## src/rtl/td4_ctrl_pkg.sv

```systemverilog
// Shared types and constants for the TD4 clock sequencer.
package td4_ctrl_pkg;

    localparam int unsigned RATE_W     = 5;
    localparam int unsigned RATE_MIN   = 1;
    localparam int unsigned STEP_CNT_W = 16;

    typedef enum logic [2:0] {
        HALT     = 3'd0,
        HOLD     = 3'd1,
        RUN_REL  = 3'd2,
        RUN      = 3'd3,
        STOP_REL = 3'd4
    } state_e;

    // Clamp the run period exponent into RATE_MIN..max_rate.
    function automatic logic [RATE_W-1:0] clamp_rate(input logic [RATE_W-1:0] rate,
                                                     input int unsigned       max_rate);
        logic [RATE_W-1:0] r;
        r = rate;
        if (rate < RATE_W'(RATE_MIN)) begin
            r = RATE_W'(RATE_MIN);
        end else if (rate > RATE_W'(max_rate)) begin
            r = RATE_W'(max_rate);
        end
        return r;
    endfunction

endpackage

```

## src/rtl/td4_step_ctrl_key_debounce.sv

```systemverilog
// Key synchronizer and debouncer: 2-flop sync, then a level must hold
// DEB_CYC consecutive cycles before the debounced 'pressed' follows it.
module key_debounce #(
    parameter int unsigned DEB_CYC = 2_000_000
) (
    input  logic clk,
    input  logic rst_n,
    input  logic key_n,
    output logic pressed,
    output logic press_rise,
    output logic press_fall
);

    localparam int unsigned CNT_W = (DEB_CYC > 1) ? $clog2(DEB_CYC) : 1;

    logic             sync0_q;
    logic             sync1_q;
    logic [CNT_W-1:0] cnt_q;
    logic [CNT_W-1:0] cnt_d;
    logic             pressed_q;
    logic             pressed_d;
    logic             rise_q;
    logic             rise_d;
    logic             fall_q;
    logic             fall_d;
    logic             level;

    assign level = ~sync1_q;

    // Count consecutive cycles the synced level disagrees with 'pressed'.
    always_comb begin
        cnt_d     = '0;
        pressed_d = pressed_q;
        if (level != pressed_q) begin
            if (cnt_q == CNT_W'(DEB_CYC - 1)) begin
                pressed_d = level;
            end else begin
                cnt_d = cnt_q + CNT_W'(1);
            end
        end
        rise_d = pressed_d & ~pressed_q;
        fall_d = ~pressed_d & pressed_q;
    end

    always_ff @(posedge clk or negedge rst_n) begin
        if (!rst_n) begin
            sync0_q   <= 1'b1;
            sync1_q   <= 1'b1;
            cnt_q     <= '0;
            pressed_q <= 1'b0;
            rise_q    <= 1'b0;
            fall_q    <= 1'b0;
        end else begin
            sync0_q   <= key_n;
            sync1_q   <= sync0_q;
            cnt_q     <= cnt_d;
            pressed_q <= pressed_d;
            rise_q    <= rise_d;
            fall_q    <= fall_d;
        end
    end

    assign pressed    = pressed_q;
    assign press_rise = rise_q;
    assign press_fall = fall_q;

endmodule

```

## src/rtl/td4_step_ctrl.sv

```systemverilog
// TD4 CPU clock sequencer: key-driven single step / free-run / halt,
// producing cpu_clk, a step strobe, run status and a step counter.
module td4_step_ctrl
    import td4_ctrl_pkg::*;
#(
    parameter int unsigned DEB_CYC  = 2_000_000,
    parameter int unsigned LONG_CYC = 200_000_000,
    parameter int unsigned DIV_W    = 28
) (
    input  logic                  CLK,
    input  logic                  nRST,
    input  logic                  KEY,
    input  logic [RATE_W-1:0]     rate,
    input  logic                  halt,
    output logic                  cpu_clk,
    output logic                  step_pulse,
    output logic                  running,
    output logic [STEP_CNT_W-1:0] step_cnt
);

    localparam int unsigned HOLD_W = $clog2(LONG_CYC + 1);

    logic pressed;
    logic press_rise;
    logic press_fall;

    key_debounce #(.DEB_CYC(DEB_CYC)) u_key_debounce (
        .clk        (CLK),
        .rst_n      (nRST),
        .key_n      (KEY),
        .pressed    (pressed),
        .press_rise (press_rise),
        .press_fall (press_fall)
    );

    state_e                  state_q, state_d;
    logic [HOLD_W-1:0]       hold_q, hold_d;
    logic [DIV_W-1:0]        phase_q, phase_d;
    logic [RATE_W-1:0]       r_q, r_d;
    logic [DIV_W-1:0]        win_q, win_d;
    logic                    cpu_clk_q, cpu_clk_d;
    logic                    step_pulse_q, step_pulse_d;
    logic [STEP_CNT_W-1:0]   step_cnt_q, step_cnt_d;
    logic                    req_q, req_d;
    logic                    running_q, running_d;

    logic [RATE_W-1:0]       rate_c;
    logic                    in_run;
    logic                    wrap;
    logic [DIV_W-1:0]        period_max;

    assign rate_c     = clamp_rate(rate, DIV_W - 1);
    assign in_run     = (state_q == RUN) || (state_q == RUN_REL);
    assign period_max = (DIV_W'(1) << r_q) - DIV_W'(1);
    assign wrap       = in_run && (phase_q == period_max);

    // Mode FSM and single-step request.
    always_comb begin
        state_d = state_q;
        hold_d  = hold_q;
        req_d   = 1'b0;
        case (state_q)
            HALT: begin
                if (press_rise) begin
                    state_d = HOLD;
                    hold_d  = '0;
                end
            end
            HOLD: begin
                if (hold_q != HOLD_W'(LONG_CYC)) begin
                    hold_d = hold_q + HOLD_W'(1);
                end
                if (press_fall) begin
                    req_d   = (hold_q < HOLD_W'(LONG_CYC)) && !halt;
                    state_d = HALT;
                end else if ((hold_d == HOLD_W'(LONG_CYC)) && !halt) begin
                    state_d = RUN_REL;
                end
            end
            RUN_REL: begin
                if (halt) begin
                    state_d = pressed ? STOP_REL : HALT;
                end else if (press_fall) begin
                    state_d = RUN;
                end
            end
            RUN: begin
                if (halt) begin
                    state_d = pressed ? STOP_REL : HALT;
                end else if (press_rise) begin
                    state_d = STOP_REL;
                end
            end
            STOP_REL: begin
                if (press_fall) begin
                    state_d = HALT;
                end
            end
            default: state_d = HALT;
        endcase
    end

    // Phase divider, step strobe, cpu_clk high window and step counter.
    always_comb begin
        phase_d      = phase_q;
        r_d          = r_q;
        cpu_clk_d    = cpu_clk_q;
        win_d        = win_q;
        step_pulse_d = 1'b0;
        step_cnt_d   = step_cnt_q;

        if ((state_q == HOLD) && (state_d == RUN_REL)) begin
            phase_d = '0;
            r_d     = rate_c;
        end else if (wrap) begin
            phase_d = '0;
            r_d     = rate_c;
        end else if (in_run) begin
            phase_d = phase_q + DIV_W'(1);
        end

        // A step request landing inside an active high window is dropped.
        step_pulse_d = wrap || (req_q && !cpu_clk_q);

        if (step_pulse_d) begin
            cpu_clk_d  = 1'b1;
            win_d      = (DIV_W'(1) << (rate_c - RATE_W'(1))) - DIV_W'(1);
            step_cnt_d = step_cnt_q + STEP_CNT_W'(1);
        end else if (cpu_clk_q) begin
            if (win_q == '0) begin
                cpu_clk_d = 1'b0;
            end else begin
                win_d = win_q - DIV_W'(1);
            end
        end

        running_d = (state_d == RUN) || (state_d == RUN_REL);
    end

    always_ff @(posedge CLK or negedge nRST) begin
        if (!nRST) begin
            state_q      <= HALT;
            hold_q       <= '0;
            phase_q      <= '0;
            r_q          <= RATE_W'(RATE_MIN);
            win_q        <= '0;
            cpu_clk_q    <= 1'b0;
            step_pulse_q <= 1'b0;
            step_cnt_q   <= '0;
            req_q        <= 1'b0;
            running_q    <= 1'b0;
        end else begin
            state_q      <= state_d;
            hold_q       <= hold_d;
            phase_q      <= phase_d;
            r_q          <= r_d;
            win_q        <= win_d;
            cpu_clk_q    <= cpu_clk_d;
            step_pulse_q <= step_pulse_d;
            step_cnt_q   <= step_cnt_d;
            req_q        <= req_d;
            running_q    <= running_d;
        end
    end

    assign cpu_clk    = cpu_clk_q;
    assign step_pulse = step_pulse_q;
    assign running    = running_q;
    assign step_cnt   = step_cnt_q;

endmodule

```

## config.mk

```make
export PLATFORM = sky130hd
export DESIGN_NAME = td4_step_ctrl
export DESIGN_NICKNAME = d
export VERILOG_FILES = /design/src/rtl/td4_ctrl_pkg.sv /design/src/rtl/td4_step_ctrl_key_debounce.sv /design/src/rtl/td4_step_ctrl.sv
export SDC_FILE = /design/constraint.sdc
export NUM_CORES = 1
export LEC_CHECK = 0
export BUFFER_PORTS_ARGS = -buffer_cell sky130_fd_sc_hd__buf_2
export CAP_MARGIN = 20
export CORE_MARGIN = 2
export CORE_UTILIZATION = 39
export CTS_CLUSTER_SIZE = 14
export DETAILED_ROUTE_END_ITERATION = 12
export PLACE_DENSITY = 0.51
export SLEW_MARGIN = 5
export SYNTH_ARGS = -nofsm -noshare
export SYNTH_HDL_FRONTEND = slang
export SYNTH_SLANG_ARGS = --single-unit
```

## constraint.sdc

```tcl
create_clock -name CLK -period 3.7 [get_ports CLK]
set_input_delay 0.555 -clock CLK [delete_from_list [all_inputs] [get_ports CLK]]
set_output_delay 0.555 -clock CLK [all_outputs]
set_load 0.02 [all_outputs]
```

# Word-level counts from Yosys, hierarchy flattened
# Index checks and enable logic that the tools add are counted.
[word_totals] regBits=138 inputBits=9 out_inout_bits=19 word_cells=98
[classes] addsub=8 order_cmp=3 n_eq_ne=13 shift=2 muxes=33 n_bitwise=5 n_reduce_logical=18
[ops] operator="two-way mux 28 bit" n=9
[ops] operator="adder 28 x 1 -> 28 bit (second input constant)" n=2
[ops] operator="case mux 28 bit (2 select lines)" n=1
[ops] operator="left shift 1 x 5 -> 28 bit (first input constant)" n=2
[ops] operator="subtractor 28 x 2 -> 28 bit (second input constant)" n=2
[ops] operator="two-way mux 21 bit" n=2
[ops] operator="== test 28 bit" n=1
[ops] operator="== test 28 bit (second input constant)" n=1
[ops] operator="logical NOT 28 bit" n=1
[ops] operator="< comparator 28 bit (second input constant)" n=1
[ops] operator="!= test 28 bit (second input constant)" n=1
[ops] operator="subtractor 28 x 1 -> 28 bit (second input constant)" n=1
[ops] operator="two-way mux 3 bit" n=9
[ops] operator="adder 21 x 1 -> 21 bit (second input constant)" n=1
[ops] operator="== test 21 bit (second input constant)" n=1
[ops] operator="two-way mux 5 bit" n=4
[ops] operator="adder 16 x 1 -> 16 bit (second input constant)" n=1
[ops] operator="case mux 3 bit (5 select lines)" n=1
[ops] operator="== test 3 x 2 -> 1 bit (second input constant)" n=4
[ops] operator="two-way mux 1 bit" n=7
[ops] operator="nonzero test 2 bit" n=3
[ops] operator="> comparator 5 bit (second input constant)" n=1
[ops] operator="logical AND 1 bit" n=5
[ops] operator="< comparator 5 x 1 -> 1 bit (second input constant)" n=1
[ops] operator="13 further kinds" n=20

# Logic depth before layout (Yosys ltp)
[depth] ltp_word=11 ltp_mapped=17 mapped_depth_nobuf=12

# Cells and area by module
# From an unflattened synthesis, not the netlist that was laid out.
[hier_totals] cells_unflattened=1113 area_unflattened_um2=9420.3
[by_module_without_submodules] mod="td4_step_ctrl" instances=1 cells_each=995 area_each_um2=8182.8 seq_area_each_um2=2803.9
[by_module_without_submodules] mod="key_debounce" instances=1 cells_each=118 area_each_um2=1237.4 seq_area_each_um2=653.1

# Worst setup path before layout
# No wires, ideal clock.
[synth_timing] kind="flip-flop to flip-flop" start="reg r_q[0]" end="reg win_q[14]" setup_time_ps=125 t_arrival_ps=3206 required_time_ps=3575 setup_slack_ps=370 path_stages_with_launch=15 path_buffers=3 period_less_slack_ps=3330 cell_sequence="dfstp_2 buf_4 buf_2 nand3_1 ha_1 xnor2_1 a2111oi_4 nor4b_4 nand4_1 nor4_2 and3_1 nor2_4 inv_2 buf_6 mux2_2"
[synth_between] elab_chain_cells=7 word_cells_on_any_way=9 cone_classes="1 x add/sub; 2 x eq/ne; 1 x shift; 1 x mux; 4 x reduce/logical"
[synth_rtl] item="from (decl)" line="td4_step_ctrl.sv:39" text="logic [RATE_W-1:0] r_q, r_d;"
[synth_rtl] item="from (signal assigned)" line="td4_step_ctrl.sv:145" text="r_q <= RATE_W'(RATE_MIN);"
[synth_rtl] item="from (signal assigned)" line="td4_step_ctrl.sv:156" text="r_q <= r_d;"
[synth_rtl] item="left shift 1 x 5 -> 28 bit *" line="td4_step_ctrl.sv:54" text="assign period_max = (DIV_W'(1) << r_q) - DIV_W'(1);"
[synth_rtl] item="subtractor 28 x 2 -> 28 bit *" line="td4_step_ctrl.sv:54"
[synth_rtl] item="== test 28 bit *" line="td4_step_ctrl.sv:55" text="assign wrap = in_run && (phase_q == period_max);"
[synth_rtl] item="logical AND 1 bit *" line="td4_step_ctrl.sv:55"
[synth_rtl] item="logical OR 1 bit *" line="td4_step_ctrl.sv:123" text="step_pulse_d = wrap || (req_q && !cpu_clk_q);"
[synth_rtl] item="via step_pulse_d" line="td4_step_ctrl.sv:42" text="logic step_pulse_q, step_pulse_d;"
[synth_rtl] item="!= test 2 bit (no source line) / nonzero test 2 bit (equally long branches)"
[synth_rtl] item="AND reduction 2 bit (no source line)"
[synth_rtl] item="to (signal assigned)" line="td4_step_ctrl.sv:157" text="win_q <= win_d;"
[synth_rtl] item="to (decl)" line="td4_step_ctrl.sv:40" text="logic [DIV_W-1:0] win_q, win_d;"
# The timed path passes the listed nets; every way through them passes the cells marked *.
# A chain may end at the register's enable or synchronous reset.

# Worst setup path after layout
[layout_timing] start="reg r_q[1]" end="reg win_q[24]"
[layout_between] elab_chain_cells=7 word_cells_on_any_way=9 cone_classes="1 x add/sub; 2 x eq/ne; 1 x shift; 1 x mux; 4 x reduce/logical"
[layout_rtl] item="left shift 1 x 5 -> 28 bit *" line="td4_step_ctrl.sv:54"
[layout_rtl] item="subtractor 28 x 2 -> 28 bit *" line="td4_step_ctrl.sv:54"
[layout_rtl] item="== test 28 bit *" line="td4_step_ctrl.sv:55"
[layout_rtl] item="logical AND 1 bit *" line="td4_step_ctrl.sv:55"
[layout_rtl] item="logical OR 1 bit *" line="td4_step_ctrl.sv:123"
[layout_rtl] item="!= test 2 bit (no source line) / nonzero test 2 bit (equally long branches)"
[layout_rtl] item="AND reduction 2 bit (no source line)"
# Mark *: on every way between the ends. The rest lies on a longest branch, timed or not.

==> impl_metrics.tcl <==
set metrics [dict create \
    wl_met3_microns 793 \
    cts_htree_levels 4 \
    first_global_vias 8168 \
    core_sq_mm 0.0242 \
    slew_viol_final 0 \
    synth-seq-cells 138 \
    grt_max_degree 58 \
    grt_pass1_wl_microns 44400 \
    cp_top_family "simple AND/OR/NAND/NOR gates" \
    synth.largest_area_cell "dfrtp_1" \
    whs_ns 0.0990 \
    wl_microns 26700 \
    postCtsSetupRepairBufs 0 \
    timing.rr.start "r_q[1]$_DFFE_PN0P_" \
    fp.dieArea_sq_mm 0.0258 \
    power.density_mw_per_mm2 343 \
    synth_area_leaders "dfrtp_1, o21ai_0, nand2_1" \
    rrSetupSlack_ns 0.31 \
    clockRootBuffer "clkbuf_16" \
    port_buffers 27 \
    cp_slowest_stage_delay_ns 0.38 \
    synth_top_cell_area_share_pct 35.3 \
    dr_total_vias 8524 \
    syn_area_sq_mm 0.00957 \
    path_buf_inv 1 \
    finalNonFillerCells 1480 \
    crit_fanout 8 \
    ys_async_sr_fraction_pct 100 \
    rows 57 \
    die_x_microns 161 \
    drive_gt1_share_pct 12.6 \
    dr_wl_met2_microns 12200 \
    drtIter0Drc 628 \
    cp-start-kind "flip-flop" \
    cp.arrival_ns 3.70 \
    worstSetupPathType "reg -> reg" \
    cts_tree "done" \
    cts.reportedPaths.clkPinSlew_ns 0.07 \
    synthTopCellsByCount "dfrtp_1, nand2_1, nor2_1" \
    dp.cells 1448 \
    clk_path_buf_depth 2 \
    hold_class "in -> async" \
    antenna_cells 0 \
    wl_per_cell_microns 18.0 \
    final_hold_viol_count 0 \
    crit_end "win_q[24]$_DFFE_PN0P_" \
    drt-pass1-iter-count 5 \
    grt_util_all_layers_pct 21.3 \
    syn_nets 1155 \
    max_clock_freq_mhz 295 \
    endpoint_kind "flip-flop" \
    synth_ff_type "dfrtp_1" \
    crit_start "r_q[1]$_DFFE_PN0P_" \
    vias_per_cell 5.76 \
    syn_avg_cell_area_sq_um 8.41 \
    fin_crit_ns 3.39 \
    power_mw 3.67 \
    wl_met1_microns 13200 \
    tightest_slew_ns 0.932 \
    fin_crit_sh_pct 91.6 \
    fp.dieH_microns 161 \
    worstPathCellList "nor3_2, nand3_1, ha_2, xnor2_1, a2111oi_4, nor4b_4, nand4_1, nor4_2, and3_2, nor2_4, buf_4, mux2_1" \
    gp_congestion 0.894 \
    fin_setup_tns_ns 0 \
    num_io_pins 28 \
    post_cts_resized 0 \
    synth_most_common_cell "dfrtp_1" \
    cpMaxStageDelayCell "dfrtp_1" \
    final_core_util_pct 44.3 \
    clkLatencyLatePin_ns 0.43 \
    dp_hpwl_microns 18600 \
    maxUsedRoutingLayer "met4" \
    peakVddDrop_mv 0.260 \
    slew_headroom_pct 37.9 \
    overflow 0 \
    rsz0062_at_grt "false" \
    finClkSkew_ns 0.0145 \
    cts.hold.buffers_added 0 \
    p_leak_nw 4.35 \
    syn2layout_area_growth_pct 12.0 \
    synth-seq-area-share_pct 36.1 \
    initial_core_util_pct 39.6 \
    r2r_cells 12 \
    clock-sinks 138 \
    max-cap-violations 0 \
    cp.required_ns 4.01 \
    rr_endpoint "win_q[24]$_DFFE_PN0P_" \
    fin_nets 1160 \
    drc 0 \
    ant_nets 0 \
    synth_cell_type_count 78 \
    antenna_found_initial 0 \
    cp.depth 12 \
    numCtsBuffers 17 \
    setup_violations 0 \
    synth_enable_flop_cells 0 \
    synthCells 1138 \
    synth_warnings 0 \
    status "finished clean" \
]
## sequential cells by signal (all words and copies together), names as in the netlist
name / count
u_key_debounce.press_rise: 1
running: 1
u_key_debounce.pressed: 1
u_key_debounce.cnt_q: 21
u_key_debounce.press_fall: 1
u_key_debounce.sync0_q: 1
cpu_clk: 1
r_q: 5
step_pulse: 1
u_key_debounce.sync1_q: 1
state_q: 3
hold_q: 28
step_cnt: 16
req_q: 1
phase_q: 28
win_q: 28
## kinds of logic (layout without fill, tap and decap cells)
logic type      count (synthesis)  in the layout  synth area share, %
xor+xnor                       75             75                 7.15
fa+ha+maj                       8              8                 1.05
compound gates                306            306                 20.7
buf+inv                       117            135                 5.45
simple gates                  459            459                 25.7
flops                         138            138                 36.1
mux                            35             35                 3.83
## layout make-up
class                   count  area (sq um)
clock inverters            15           205
clock buffers              17           425
well taps                 324           405
flip-flops and latches    138          3460
fillers                  2412         13500
repair buffers             69           482
inverters                  34           128
multi-input cells         883          5610
## layout by cell type (no fill, tap or decap), types with 8 or more instances in the layout
cell type	instances
o41ai_1	8
or4_1	12
or2_2	10
a31oi_1	31
o21ai_0	85
inv_1	33
o22ai_1	9
xor2_1	33
mux2_2	12
a21oi_1	62
nor3_1	29
nor4_1	20
nand2b_1	10
dfrtp_1	135
nor2b_1	11
mux2i_1	22
nor3b_1	8
nand4_1	29
nand3_1	50
and4_1	12
and3_1	21
buf_2	26
o31ai_1	20
nor2_1	90
a21o_1	12
buf_4	40
xnor2_1	40
clkbuf_16	17
nand2_1	100
and2_1	16
or3_1	12
## stage by stage
| step | instance area (sq um) | worst slack, ns |
|---|---|---|
| global placement | 10100 | 0.170 |
| global route | 10700 | 0.0720 |
| detailed placement | 10100 | 0.0401 |
| finish | 10700 | 0.309 |
| CTS | 10700 | 0.0325 |
| floorplan | 9570 | 0.370 |
## where the power goes
group / leakage (nW) / internal (mW) / switching, mW
combinational: 2.34 / 0.0894 / 0.171
clock: 0.311 / 1.09 / 0.770
sequential: 1.71 / 1.53 / 0.0198
total: 4.35 / 2.71 / 0.961
## worst min path at each step
stage                                     startpoint  cells past startpoint                               end
floorplan                                       nRST                      0                 cpu_clk$_DFF_PN0_
global placement    u_key_debounce.sync0_q$_DFF_PN1_                      0  u_key_debounce.sync1_q$_DFF_PN1_
detailed placement  u_key_debounce.sync0_q$_DFF_PN1_                      0  u_key_debounce.sync1_q$_DFF_PN1_
CTS                                             nRST                      1                r_q[4]$_DFFE_PN0P_
global route                                    nRST                      1                r_q[4]$_DFFE_PN0P_
finish                                          nRST                      1                r_q[4]$_DFFE_PN0P_
## routing by layer
layer	vias up	global-route usage, %
met5	-	0
met4	0	6.59
met3	37	3.31
met2	158	33.1
met1	4135	30.5
li1	4194	-
(Power assumes the default switching activity.)
